--- src/rtl/reg_bus_pipe.sv ---
// Register-bus pipeline plus single-outstanding read-response tracker between the
// OCL slave and per-tile component register ports.
// Ports: up_* (OCL side: requests in, read responses out); dn_* (component side:
// retimed requests out, responses in); timeout_cnt/stray_cnt/overlap_err status.
// Latency: requests STAGES cycles, read response 1 cycle. No backpressure anywhere.
module reg_bus_pipe #(
  parameter int          N_IDS    = 16,
  parameter int          STAGES   = 2,
  parameter int          TIMEOUT  = 255,
  parameter logic [31:0] ERR_DATA = 32'hDEAD_BEEF
) (
  input  logic                clk,
  input  logic                rstn,
  input  logic [15:0]         up_waddr,
  input  logic [31:0]         up_wdata,
  input  logic [N_IDS-1:0]    up_wvalid,
  input  logic [15:0]         up_araddr,
  input  logic [N_IDS-1:0]    up_arvalid,
  output logic [N_IDS-1:0]    up_rvalid,
  output logic [N_IDS*32-1:0] up_rdata,
  output logic [15:0]         dn_waddr,
  output logic [31:0]         dn_wdata,
  output logic [N_IDS-1:0]    dn_wvalid,
  output logic [15:0]         dn_araddr,
  output logic [N_IDS-1:0]    dn_arvalid,
  input  logic [N_IDS-1:0]    dn_rvalid,
  input  logic [N_IDS*32-1:0] dn_rdata,
  output logic [15:0]         timeout_cnt,
  output logic [15:0]         stray_cnt,
  output logic                overlap_err
);

  localparam int IW = (N_IDS > 1) ? $clog2(N_IDS) : 1;

  // Request pipeline: plain shift registers, write and read paths independent.
  logic [15:0]      waddr_q  [STAGES];
  logic [31:0]      wdata_q  [STAGES];
  logic [N_IDS-1:0] wvalid_q [STAGES];
  logic [15:0]      araddr_q [STAGES];
  logic [N_IDS-1:0] arvalid_q[STAGES];

  always_ff @(posedge clk or negedge rstn) begin
    if (!rstn) begin
      for (int i = 0; i < STAGES; i++) begin
        waddr_q[i]   <= '0;
        wdata_q[i]   <= '0;
        wvalid_q[i]  <= '0;
        araddr_q[i]  <= '0;
        arvalid_q[i] <= '0;
      end
    end else begin
      waddr_q[0]   <= up_waddr;
      wdata_q[0]   <= up_wdata;
      wvalid_q[0]  <= up_wvalid;
      araddr_q[0]  <= up_araddr;
      arvalid_q[0] <= up_arvalid;
      for (int i = 1; i < STAGES; i++) begin
        waddr_q[i]   <= waddr_q[i-1];
        wdata_q[i]   <= wdata_q[i-1];
        wvalid_q[i]  <= wvalid_q[i-1];
        araddr_q[i]  <= araddr_q[i-1];
        arvalid_q[i] <= arvalid_q[i-1];
      end
    end
  end

  assign dn_waddr   = waddr_q[STAGES-1];
  assign dn_wdata   = wdata_q[STAGES-1];
  assign dn_wvalid  = wvalid_q[STAGES-1];
  assign dn_araddr  = araddr_q[STAGES-1];
  assign dn_arvalid = arvalid_q[STAGES-1];

  // Read tracker
  typedef enum logic {IDLE, PENDING} state_t;

  state_t         state_q, state_d;
  logic [IW-1:0]  tgt_q, tgt_d, low_idx;
  logic [2:0]     dly_q, dly_d;
  logic           issued_q, issued_d;
  logic [15:0]    cnt_q, cnt_d;
  logic           issuing, live;
  logic [15:0]    cur_cnt;
  logic           rsp_fire, tmo_fire;
  logic [31:0]    rsp_data;
  logic [N_IDS-1:0] tgt_mask, stray_bits;

  // Lowest set index of the incoming read strobe; only that one is tracked.
  always_comb begin
    low_idx = '0;
    for (int i = N_IDS - 1; i >= 0; i--) begin
      if (up_arvalid[i]) low_idx = IW'(i);
    end
  end

  assign tgt_mask = N_IDS'(1) << tgt_q;

  always_comb begin
    state_d  = state_q;
    tgt_d    = tgt_q;
    dly_d    = dly_q;
    issued_d = issued_q;
    cnt_d    = cnt_q;
    issuing  = 1'b0;
    live     = 1'b0;
    cur_cnt  = cnt_q;
    rsp_fire = 1'b0;
    tmo_fire = 1'b0;
    rsp_data = ERR_DATA;
    case (state_q)
      IDLE: begin
        if (|up_arvalid) begin
          state_d  = PENDING;
          tgt_d    = low_idx;
          // Counts down to 0 exactly in the cycle the request leaves the pipe.
          dly_d    = 3'(STAGES - 1);
          issued_d = 1'b0;
          cnt_d    = '0;
        end
      end
      PENDING: begin
        issuing = !issued_q && (dly_q == 3'd0);
        live    = issuing || issued_q;
        if (!issued_q && dly_q != 3'd0) dly_d = dly_q - 3'd1;
        // Timer reads 0 in the issue cycle itself.
        cur_cnt = issuing ? 16'd0 : cnt_q;
        if (live) begin
          issued_d = 1'b1;
          cnt_d    = cur_cnt + 16'd1;
        end
        // A response on the expiry cycle takes priority over the timeout.
        if (live && dn_rvalid[tgt_q]) begin
          rsp_fire = 1'b1;
          rsp_data = dn_rdata[tgt_q*32 +: 32];
          state_d  = IDLE;
        end else if (live && cur_cnt == 16'(TIMEOUT)) begin
          rsp_fire = 1'b1;
          tmo_fire = 1'b1;
          state_d  = IDLE;
        end
      end
      default: state_d = IDLE;
    endcase
  end

  // Anything in IDLE, or any bit other than the tracked target, is dropped.
  assign stray_bits = (state_q == IDLE) ? dn_rvalid : (dn_rvalid & ~tgt_mask);

  always_ff @(posedge clk or negedge rstn) begin
    if (!rstn) begin
      state_q     <= IDLE;
      tgt_q       <= '0;
      dly_q       <= '0;
      issued_q    <= 1'b0;
      cnt_q       <= '0;
      up_rvalid   <= '0;
      up_rdata    <= '0;
      timeout_cnt <= '0;
      stray_cnt   <= '0;
      overlap_err <= 1'b0;
    end else begin
      state_q  <= state_d;
      tgt_q    <= tgt_d;
      dly_q    <= dly_d;
      issued_q <= issued_d;
      cnt_q    <= cnt_d;
      up_rvalid <= rsp_fire ? tgt_mask : '0;
      if (rsp_fire) up_rdata[tgt_q*32 +: 32] <= rsp_data;
      if (tmo_fire && timeout_cnt != 16'hFFFF) timeout_cnt <= timeout_cnt + 16'd1;
      if ((|stray_bits) && stray_cnt != 16'hFFFF) stray_cnt <= stray_cnt + 16'd1;
      if (state_q == PENDING && (|up_arvalid)) overlap_err <= 1'b1;
    end
  end

endmodule
--- config.mk ---
export PLATFORM = sky130hd
export DESIGN_NAME = reg_bus_pipe
export DESIGN_NICKNAME = d
export VERILOG_FILES = /design/src/rtl/reg_bus_pipe.sv
export SDC_FILE = /design/constraint.sdc
export NUM_CORES = 1
export LEC_CHECK = 0
export BUFFER_PORTS_ARGS = -buffer_cell sky130_fd_sc_hd__buf_2
export CORE_AREA = 2 2 506 508
export CTS_BUF_LIST = sky130_fd_sc_hd__clkbuf_8
export CTS_CLUSTER_DIAMETER = 150
export DETAILED_ROUTE_END_ITERATION = 6
export DIE_AREA = 0 0 508 510
export PLACE_DENSITY_LB_ADDON = 0.08
export RECOVER_POWER = 25
export SLEW_MARGIN = 20
export SYNTH_ARGS = -nofsm -noshare
export SYNTH_HDL_FRONTEND = slang
export SYNTH_SLANG_ARGS = --single-unit
--- constraint.sdc ---
create_clock -name clk -period 4.72 [get_ports clk]
set_clock_uncertainty 0.15 [all_clocks]
set_input_delay 0.236 -clock clk [delete_from_list [all_inputs] [get_ports clk]]
set_output_delay 0.236 -clock clk [all_outputs]
set_load 0.02 [all_outputs]
; ---- Yosys cells after proc, flatten, opt, wreduce, memory -nomap -nowiden
; Index checks and enable logic that the tools add are counted.
[op_classes]
add_sub_neg = 5
order_cmp = 1
n_eq_ne = 6
shifts = 4
mux = 42
bitwise = 3
reduce_logical = 16
[op_table]
columns = op, n
row1 = 512-bit bitwise mux, 1
row2 = "32-bit by 34-bit variable shift with 512-bit output, first input constant", 1
row3 = 32-bit by 34-bit variable part select with 512-bit output, 1
row4 = 512-bit by 10-bit variable part select with 32-bit output, 1
row5 = 16-bit 2-to-1 mux, 5
row6 = 32-bit 2-to-1 mux, 2
row7 = 4-bit 2-to-1 mux, 16
row8 = "16-bit by 1-bit adder with 16-bit output, second input constant", 3
row9 = 9-bit negator with 34-bit output, 1
row10 = "16-bit inequality test, second input constant", 2
row11 = 16-bit case mux with 2 select lines, 1
row12 = 16-bit OR reduction, 2
row13 = 16-bit AND, 1
row14 = "16-bit by 8-bit == test with 1-bit output, second input constant", 1
row15 = 16-bit inverter, 1
row16 = "1-bit by 4-bit left shift with 16-bit output, first input constant", 1
row17 = 1-bit 2-to-1 mux, 11
row18 = 1-bit logical AND, 7
row19 = 3-bit 2-to-1 mux, 2
row20 = 3-bit case mux with 2 select lines, 1
row21 = 2-bit AND reduction, 3
row22 = "4-bit by 5-bit less-than comparator with 1-bit output, second input constant", 1
row23 = 1-bit binary-select mux with 4-bit select, 1
row24 = "2-bit by 1-bit inequality test with 1-bit output, second input constant", 2
row25 = 8 further kinds, 9
[totals]
reg_bits = 778
input_bits = 626
output_inout_bits = 657
elab_cells = 97

; ---- Longest topological paths before layout
; Gate-level depths: netlist of run 1.
[logic_depth]
ltp_word = 16
depth_mapped = 16
ltp_nobuf = 11

; ---- Least setup slack after synthesis of run 1
; Ideal clock, no wire load.
[synth_timing]
kind = flip-flop to flip-flop
from = reg dly_q[0]
to = reg up_rdata[212]
setup_time_ps = 128
arrival_time_ps = 3215
required_time_ps = 4442
path_slack_ps = 1227
path_stages_with_launch = 16
n_path_buf = 4
synth_period_minus_slack_ps = 3493
path_cell_list = dfrtp_1 inv_1 ha_1 or3b_2 clkbuf_1 and2_1 ha_1 nand3_2 nor4b_2 and3_1 clkbuf_8 o311ai_2 or2_1 buf_6 buf_8 mux2_1
[synth_between]
elab_chain_len = 8
elab_cells_between_ends = 14
cone_classes = eq/ne: 1 / shift: 1 / mux: 7 / reduce/logical: 5
[synth_lines]
columns = item, line
row1 = "start, declared", 78  ; logic [2:0] dly_q, dly_d;
row2 = "start signal, assigned", 163  ; dly_q <= dly_d;
row3 = 3-bit logical NOT *, 121  ; issuing = !issued_q && (dly_q == 3'd0);
row4 = 1-bit logical AND *, 121
row5 = 1-bit logical OR or 16-bit 2-to-1 mux (tied branches), "122, 125"
row6 = 1-bit logical AND or 16-bit by 8-bit == test with 1-bit output (tied branches), "131, 135"
row7 = 32-bit 2-to-1 mux or 1-bit logical AND (tied branches), "131, 135"
row8 = 32-bit 2-to-1 mux or 1-bit 2-to-1 mux (tied branches), "109, 135"
row9 = 32-bit by 34-bit variable part select with 512-bit output or 1-bit 2-to-1 mux (tied branches), "167, 131"
row10 = 512-bit bitwise mux or 1-bit 2-to-1 mux (tied branches), "167, 109"
row11 = "end signal, assigned by index", 167  ; if (rsp_fire) up_rdata[tgt_q*32 +: 32] <= rsp_data;
row12 = "end, declared", 20  ; output logic [N_IDS*32-1:0] up_rdata,
; Mark *: on every way between the ends. The rest lies on a longest branch, timed or not.
; A chain may end at the register's enable or synchronous reset.

; ---- Final worst setup path of run 1
[layout_timing]
from = reg tgt_q[2]
to = reg stray_cnt[12]
[layout_between]
elab_chain_len = 6
[layout_lines]
columns = item, line
row1 = "start, declared", 77  ; logic [IW-1:0] tgt_q, tgt_d, low_idx;
row2 = "start signal, assigned", 162  ; tgt_q <= tgt_d;
row3 = 1-bit by 4-bit left shift with 16-bit output, 95  ; assign tgt_mask = N_IDS'(1) << tgt_q;
row4 = 16-bit inverter, 146  ; assign stray_bits = (state_q == IDLE) ? dn_rvalid : (dn_rvalid & ~tgt_mask);
row5 = 16-bit AND, 146
row6 = 16-bit 2-to-1 mux, 146
row7 = 16-bit OR reduction, 169  ; if ((|stray_bits) && stray_cnt != 16'hFFFF) stray_cnt <= stray_cnt + 16'd1;
row8 = 1-bit logical AND, 169
row9 = "end signal, assigned", 169
row10 = "end, declared", 29  ; output logic [15:0] stray_cnt,
; No other way between the ends.

==> run_results.csv, run 1 <==
group,metric,value,unit
status,status,"complete, but fails checks",
status,violations,"capacitance limit, slew limit",
sta,timing.fmax,227,MHz
routing,vias_per_cell,3.71,
layout,nNetsFinal,4946,
worst_setup_path,cp_slowest_cell,"dlygate4sd3_1",
place,portBuffers,1282,
global_routing,antenna_found_initial,147,
clock_tree,path_clk_slew,0.06,ns
sta,hold_violations,0,
floorplanning,ioPinCount,1283,
floorplanning,die_w,508,um
global_routing,overflow,0,
global_routing,grt_pass1_wl,295000,um
sta,timing.hold.ws,0.161,ns
floorplanning,floorplan.initialDensity,13.0,%
clock_tree,cts-root-buf,"clkbuf_8",
clock_tree,cts.repair.resized,0,
worst_setup_path,end_kind,"register",
pwr,max-vdd-ir-drop,0.469,mV
global_routing,grt_max_degree,117,
clock_tree,htreeDepth,4,
layout,final_util,19.3,%
routing,wl,227000,um
floorplanning,die_h,510,um
job,cap_violations,1,
clock_tree,cts_made_buffers,166,
synthesis,netlist-cell-type-count,76,
routing,drt_iter0_drc,1462,
floorplanning,num_rows,185,
floorplanning,dieArea,259000,um2
synthesis,syn_inst,2827,
worst_setup_path,arrival,5.08,ns
sta,rsz0062_at_grt,"false",
worst_setup_path,path_class,"register to register",
worst_setup_path,r2r_start,"tgt_q[2]",
layout,synthToLayoutAreaGrowth,48.4,%
sta,maxSlewViolCount,16,
worst_setup_path,cp_max_fo,19,
clock_tree,numClockSinks,778,
synthesis,yosys_most_used_dff,"dfrtp_1",
hold_path,hp-start,"dn_rdata[336]",
synthesis,synth_seq_cells,778,
synthesis,yosysWarnings,0,
clock_tree,cts_hold_buf,201,
clock_tree,cts_tree,"yes",
pwr,p_per_area,650,nW/um2
global_routing,grt_usage,17.1,%
worst_setup_path,start_kind,"register",
layout,drive_gt1_share,41.5,%
routing,ant_nets,0,
worst_setup_path,crit_chain,"buf_4 -> inv_1 -> ha_1 -> or4bb_1 -> o211ai_1 -> o221ai_1 -> dlygate4sd3_1 -> nor3_1 -> dlygate4sd3_1 -> nor3_1 -> mux2_2",
synthesis,synth_edf_count,0,
worst_setup_path,crit_start,"tgt_q[2]",
layout,final_cell_mix,"1261 x buf_2, 775 x dfrtp_1, 600 x nand2_1",
place,gp_congestion,0.876,
pwr,p_leak,23.3,nW
sta,setup_viol,0,
sta,period_needed,4.40,ns
floorplanning,core_area,253000,um2
routing,firstDrtPassIters,4,
place,dpl.hpwl,175000,um
sta,tns,0,ns
routing,drc,0,
worst_setup_path,cp_data_required_time,5.40,ns
synthesis,ys_async_sr_fraction,100,%
synthesis,netlist_area,33000,um2
sta,relSlewSlack,-87.0,%
routing,wl_per_cell,28.9,um
clock_tree,worstSkewPairLatency,0.94,ns
clock_tree,ctsLongestPathBuffers,3,
worst_setup_path,slowest_delay,0.62,ns
clock_tree,post_cts_buffers,0,
layout,final_common_cell,"buf_2",
hold_path,min_path_type,"input pin to register",
routing,via_count,29100,
synthesis,syn_area_per_cell,11.7,um2
synthesis,ys_seq_area_share,58.9,%
sta,fin_crit_sh,93.3,%
global_routing,grt_pass1_vias,30500,
sta,worst-slew-pin-transition,2.81,ns
synthesis,syn_nets,3465,
==> worst paths after layout <==
kind	end	slack [ns]	depth (start not counted)
min in group asynchronous	wdata_q[48]	2.19	4
max in group asynchronous	tgt_q[1]	0.56	4
min reg2reg	dn_arvalid[4]	0.18	0
max	stray_cnt[12]	0.32	11
min	up_rdata[16]	0.16	7
max reg2reg	stray_cnt[12]	0.32	11
==> power breakdown <==
group	total [mW]	switching, mW	internal (mW)
combinational	15.1	10.8	4.29
clock	7.84	3.51	4.33
sequential	8.98	0.866	8.12
total	31.9	15.2	16.7
==> cell families after synthesis <==
family | count (synthesis) | synth area share, %
fa+ha+maj | 12 | 0.454
xor+xnor | 33 | 0.875
buf+inv | 312 | 5.39
compound gates | 647 | 12.0
mux | 212 | 11.5
simple gates | 833 | 10.8
flops | 778 | 58.9
==> final cells by class <==
| class | count | area (um2) |
|---|---|---|
| fill | 28300 | 204000 |
| sequential | 778 | 19500 |
| multi-input combinational | 1737 | 12000 |
| timing repair buffer | 1603 | 9590 |
| tap | 3366 | 4210 |
| clock buffer | 211 | 2900 |
| clock inverter | 85 | 614 |
| antenna | 50 | 125 |
| inverter | 22 | 82.6 |
==> per-layer routing <==
metal | wire length [um] | track usage, % | share of wire [%] | vias up
met5 | 274 | 0 | 0.12 | -
met4 | 6720 | 4.94 | 3.0 | 46
met3 | 15500 | 4.31 | 6.8 | 407
met2 | 119000 | 31.6 | 52 | 1373
met1 | 86000 | 19.1 | 38 | 14400
li1 | - | - | - | 13000
==> cells in the mapped netlist (18+ instances only) <==
| library cell | number | area (um2) |
|---|---|---|
| o31ai_1 | 70 | 526 |
| buf_2 | 45 | 225 |
| xnor2_1 | 20 | 175 |
| inv_1 | 22 | 82.6 |
| clkbuf_1 | 115 | 432 |
| nand2_1 | 600 | 2250 |
| nand3_1 | 23 | 115 |
| o21ai_0 | 404 | 2020 |
| mux4_2 | 119 | 2680 |
| o21ai_1 | 33 | 165 |
| mux2_4 | 34 | 510 |
| and3_1 | 18 | 113 |
| a21oi_1 | 21 | 105 |
| a22oi_1 | 48 | 360 |
| mux2i_1 | 45 | 450 |
| dfrtp_1 | 778 | 19500 |
| nor3_1 | 30 | 150 |
| nor2_1 | 62 | 233 |
| buf_4 | 104 | 781 |
| and2_1 | 18 | 113 |
==> sequential cells by signal, indices dropped and copies added (netlist names), 4 cells and up <==
register     cells
wvalid_q        16
dn_arvalid      16
dn_wvalid       16
cnt_q           16
stray_cnt       16
dn_araddr       16
up_rvalid       16
tgt_q            4
up_rdata       512
araddr_q        16
arvalid_q       16
dn_wdata        32
waddr_q         16
wdata_q         32
timeout_cnt     16
dn_waddr        16
==> worst max-delay path: cells and delay by family (launching register included) <==
family | cells | cell delay [ns]
buffers and inverters | 4 | 1.77
flip-flops | 1 | 0.60
multiplexers | 1 | 0.27
AND/OR/NAND/NOR | 3 | 0.68
AO/OA/AOI/OAI | 2 | 0.34
adder cells (fa/ha/maj) | 1 | 0.44
==> per-stage QoR <==
step	instance area [um2]	setup WS (ns)	cells	total power, mW
2_1_floorplan	33000	1.23	2827	16.0
6_report	49000	0.316	7852	31.9
5_1_grt	49000	0.133	7825	34.0
3_3_place_gp	43500	0.697	7304	24.8
3_5_place_dp	43500	0.627	7305	24.9
4_1_cts	49000	0.194	7802	33.2
No activity file was read; power rests on OpenSTA's default activity.
==> run 2: changes to the inputs <==
ABC_AREA = 1   (was unset)
BUFFER_PORTS_ARGS = -buffer_cell sky130_fd_sc_hd__clkbuf_2   (was -buffer_cell sky130_fd_sc_hd__buf_2)
==> run 2 against run 1 <==
The run still ends with capacitance limit, slew limit left. Flip-flop and latch count unchanged. Utilization grew 0.72 points. Combinational power shrank 29%. Maximum frequency grew 7.0%. Wire length is 7.3% higher. Total power decreased by 18%. Sequential power fell by 15%. Sequential share of layout area shrank 1.4 points. Highest routed layer unchanged.
==> run_results.csv, run 2 <==
group,metric,value,unit
clock_tree,cts_tree,"yes",
worst_setup_path,cp_data_required_time,4.82,ns
layout,regMostFlops,"up_rdata",
worst_setup_path,cp_max_fo,61,
clock_tree,worstSkewPairLatency,0.94,ns
sta,fin_ws,0.603,ns
global_routing,antenna_found_initial,62,
sta,fin_crit_sh,87.2,%
synthesis,synth_seq_cells,778,
worst_setup_path,start_kind,"input pin",
worst_setup_path,path_class,"input pin to asynchronous set/reset pin",
sta,tns,0,ns
synthesis,ys_async_sr_fraction,100,%
worst_setup_path,cp_slowest_cell,"dlymetal6s4s_1",
global_routing,grt_usage,18.3,%
clock_tree,numClockSinks,778,
sta,timing.fmax,243,MHz
synthesis,ys_top_cells_by_area,"dfrtp_1 55%, nand2_1 16%, o21ai_0 5.5%",
worst_setup_path,end_kind,"asynchronous set/reset pin",
sta,maxSlewViolCount,377,
synthesis,synth_edf_count,0,
sta,period_needed,4.12,ns
synthesis,yosysWarnings,0,
layout,final_cell_mix,"1497 x nand2_1, 1260 x clkbuf_2, 775 x dfrtp_1",
hold_path,min_path_type,"input pin to register",
synthesis,yosysTopAreaCellShare,54.5,%
routing,via_count,35300,
place,gp_congestion,0.849,
floorplanning,floorplan.initialDensity,14.1,%
floorplanning,dieArea,259000,um2
floorplanning,core_area,253000,um2
layout,final_cells,9152,
worst_setup_path,crit_chain,"dlygate4sd3_1 -> dlygate4sd3_1 -> buf_8 -> dlymetal6s4s_1",
job,cap_violations,6,
synthesis,syn_area_per_cell,8.34,um2
layout,largest_register_ffs,512,
sta,relSlewSlack,-120,%
synthesis,syn_inst,4281,
worst_setup_path,arrival,4.22,ns
clock_tree,ctsLongestPathBuffers,3,
sta,rsz0062_at_grt,"false",
sta,worst-slew-pin-transition,3.31,ns
place,place_inst,8643,
place,pre_cts_ws,0.339,ns
routing,wl_per_cell,26.6,um
global_routing,grt_pass1_vias,36400,
pwr,p_per_area,515,nW/um2
sta,hold_violations,0,
sta,setup_viol,0,
clock_tree,path_clk_slew,0.05,ns
routing,ant_nets,0,
synthesis,yosys_most_used_dff,"dfrtp_1",
worst_setup_path,slowest_delay,2.48,ns
synthesis,synth_top_area_cell,"dfrtp_1",
synthesis,synth.top_cells.by_count,"1498 x nand2_1, 778 x dfrtp_1, 390 x o21ai_0, 331 x inv_1, 299 x nand3_1",
floorplanning,die_w,508,um
status,status,"complete, but fails checks",
routing,drt_iter0_drc,2338,
clock_tree,htreeDepth,4,
synthesis,netlist_area,35700,um2
clock_tree,cts-root-buf,"clkbuf_8",
pwr,max-vdd-ir-drop,0.331,mV
place,portBuffers,1282,
synthesis,yosysMostFrequentCell,"nand2_1",
status,violations,"capacitance limit, slew limit",
global_routing,grt_pass1_wl,325000,um
floorplanning,die_h,510,um
global_routing,overflow,0,
routing,vias_per_cell,3.86,
floorplanning,num_rows,185,
routing,firstDrtPassIters,5,
worst_setup_path,path_common_cell,"dlygate4sd3_1",
layout,final_common_cell,"nand2_1",
routing,drc,0,
synthesis,ys_seq_area_share,54.5,%
layout,synthToLayoutAreaGrowth,42.4,%
clock_tree,cts_made_buffers,162,
place,dpl.hpwl,186000,um
layout,nNetsFinal,6278,
layout,drive_gt1_share,29.5,%
synthesis,netlist-cell-type-count,42,
clock_tree,post_cts_buffers,0,
global_routing,grt_max_degree,120,
floorplanning,ioPinCount,1283,
routing,wl,244000,um
synthesis,syn_nets,4919,
pwr,p_leak,25.8,nW
-- run 2: critical path, delay by kind of cell --
kind	cells	cell delay, ns
buffers and inverters	4	3.84
-- run 2: metal layers --
layer  vias up  share of wire (%)  GRT usage [%]
met2      1319                 44           28.3
li1      16500                  -              -
met5         -              0.085              0
met3       265                8.0           6.22
met4        32                2.9           5.53
met1     17200                 45           23.9
-- run 2: path summary, 6_finish.rpt --
kind	start	to	slack (ns)	depth (start not counted)
max in group clk	tgt_q[0]	up_rdata[125]	0.62	10
setup / recovery	rstn	up_rdata[490]	0.60	4
min in group asynchronous	rstn	up_rdata[303]	0.57	4
setup reg to reg	tgt_q[0]	up_rdata[125]	0.62	10
hold reg to reg	waddr_q[18]	dn_waddr[2]	0.14	0
hold / removal	dn_rdata[470]	up_rdata[22]	0.09	9
-- run 2: per-stage QoR --
step / utilization, % / hold WS (ns) / cell area (um2) / total power, mW
global route: 20.1 / 0.0636 / 50800 / 27.9
CTS: 20.1 / 0.00676 / 50900 / 27.1
global placement: 17.9 / 0.181 / 45400 / 18.9
finish: 20.1 / 0.0859 / 50900 / 26.2
detailed placement: 17.9 / 0.181 / 45400 / 18.8
floorplan: - / -0.210 / 35700 / 12.9
-- run 2: layout make-up --
type	count	area, um2
Clock inverter	79	716
Fill cell	28800	203000
Tap cell	3366	4210
Inverter	350	1340
Multi-Input combinational cell	2789	13100
Timing Repair Buffer	1559	9150
Antenna cell	28	70.1
Sequential cell	778	19500
Clock buffer	203	2790
-- run 2: cells by family after synthesis --
kind of cell               share of synthesized area (%)
and+or+nand+nor                                     25.6
adders and majority gates                          0.420
buffers and inverters                               9.24
AOI/OAI and AO/OA                                   9.51
DFF                                                 54.5
xor gates and xnor gates                           0.711
-- run 2: repair_timing --
item	in CTS	in global routing
hold endpoints to repair	882	0
hold buffers	199	0
resized for setup	0	0
endpoints found under the setup margin	0	0
-- run 2: report_power, final --
part	switching, mW	total [mW]	internal (mW)
clock	3.67	7.81	4.14
combinational	8.28	10.7	2.43
sequential	0.402	7.65	7.25
total	12.4	26.2	13.8
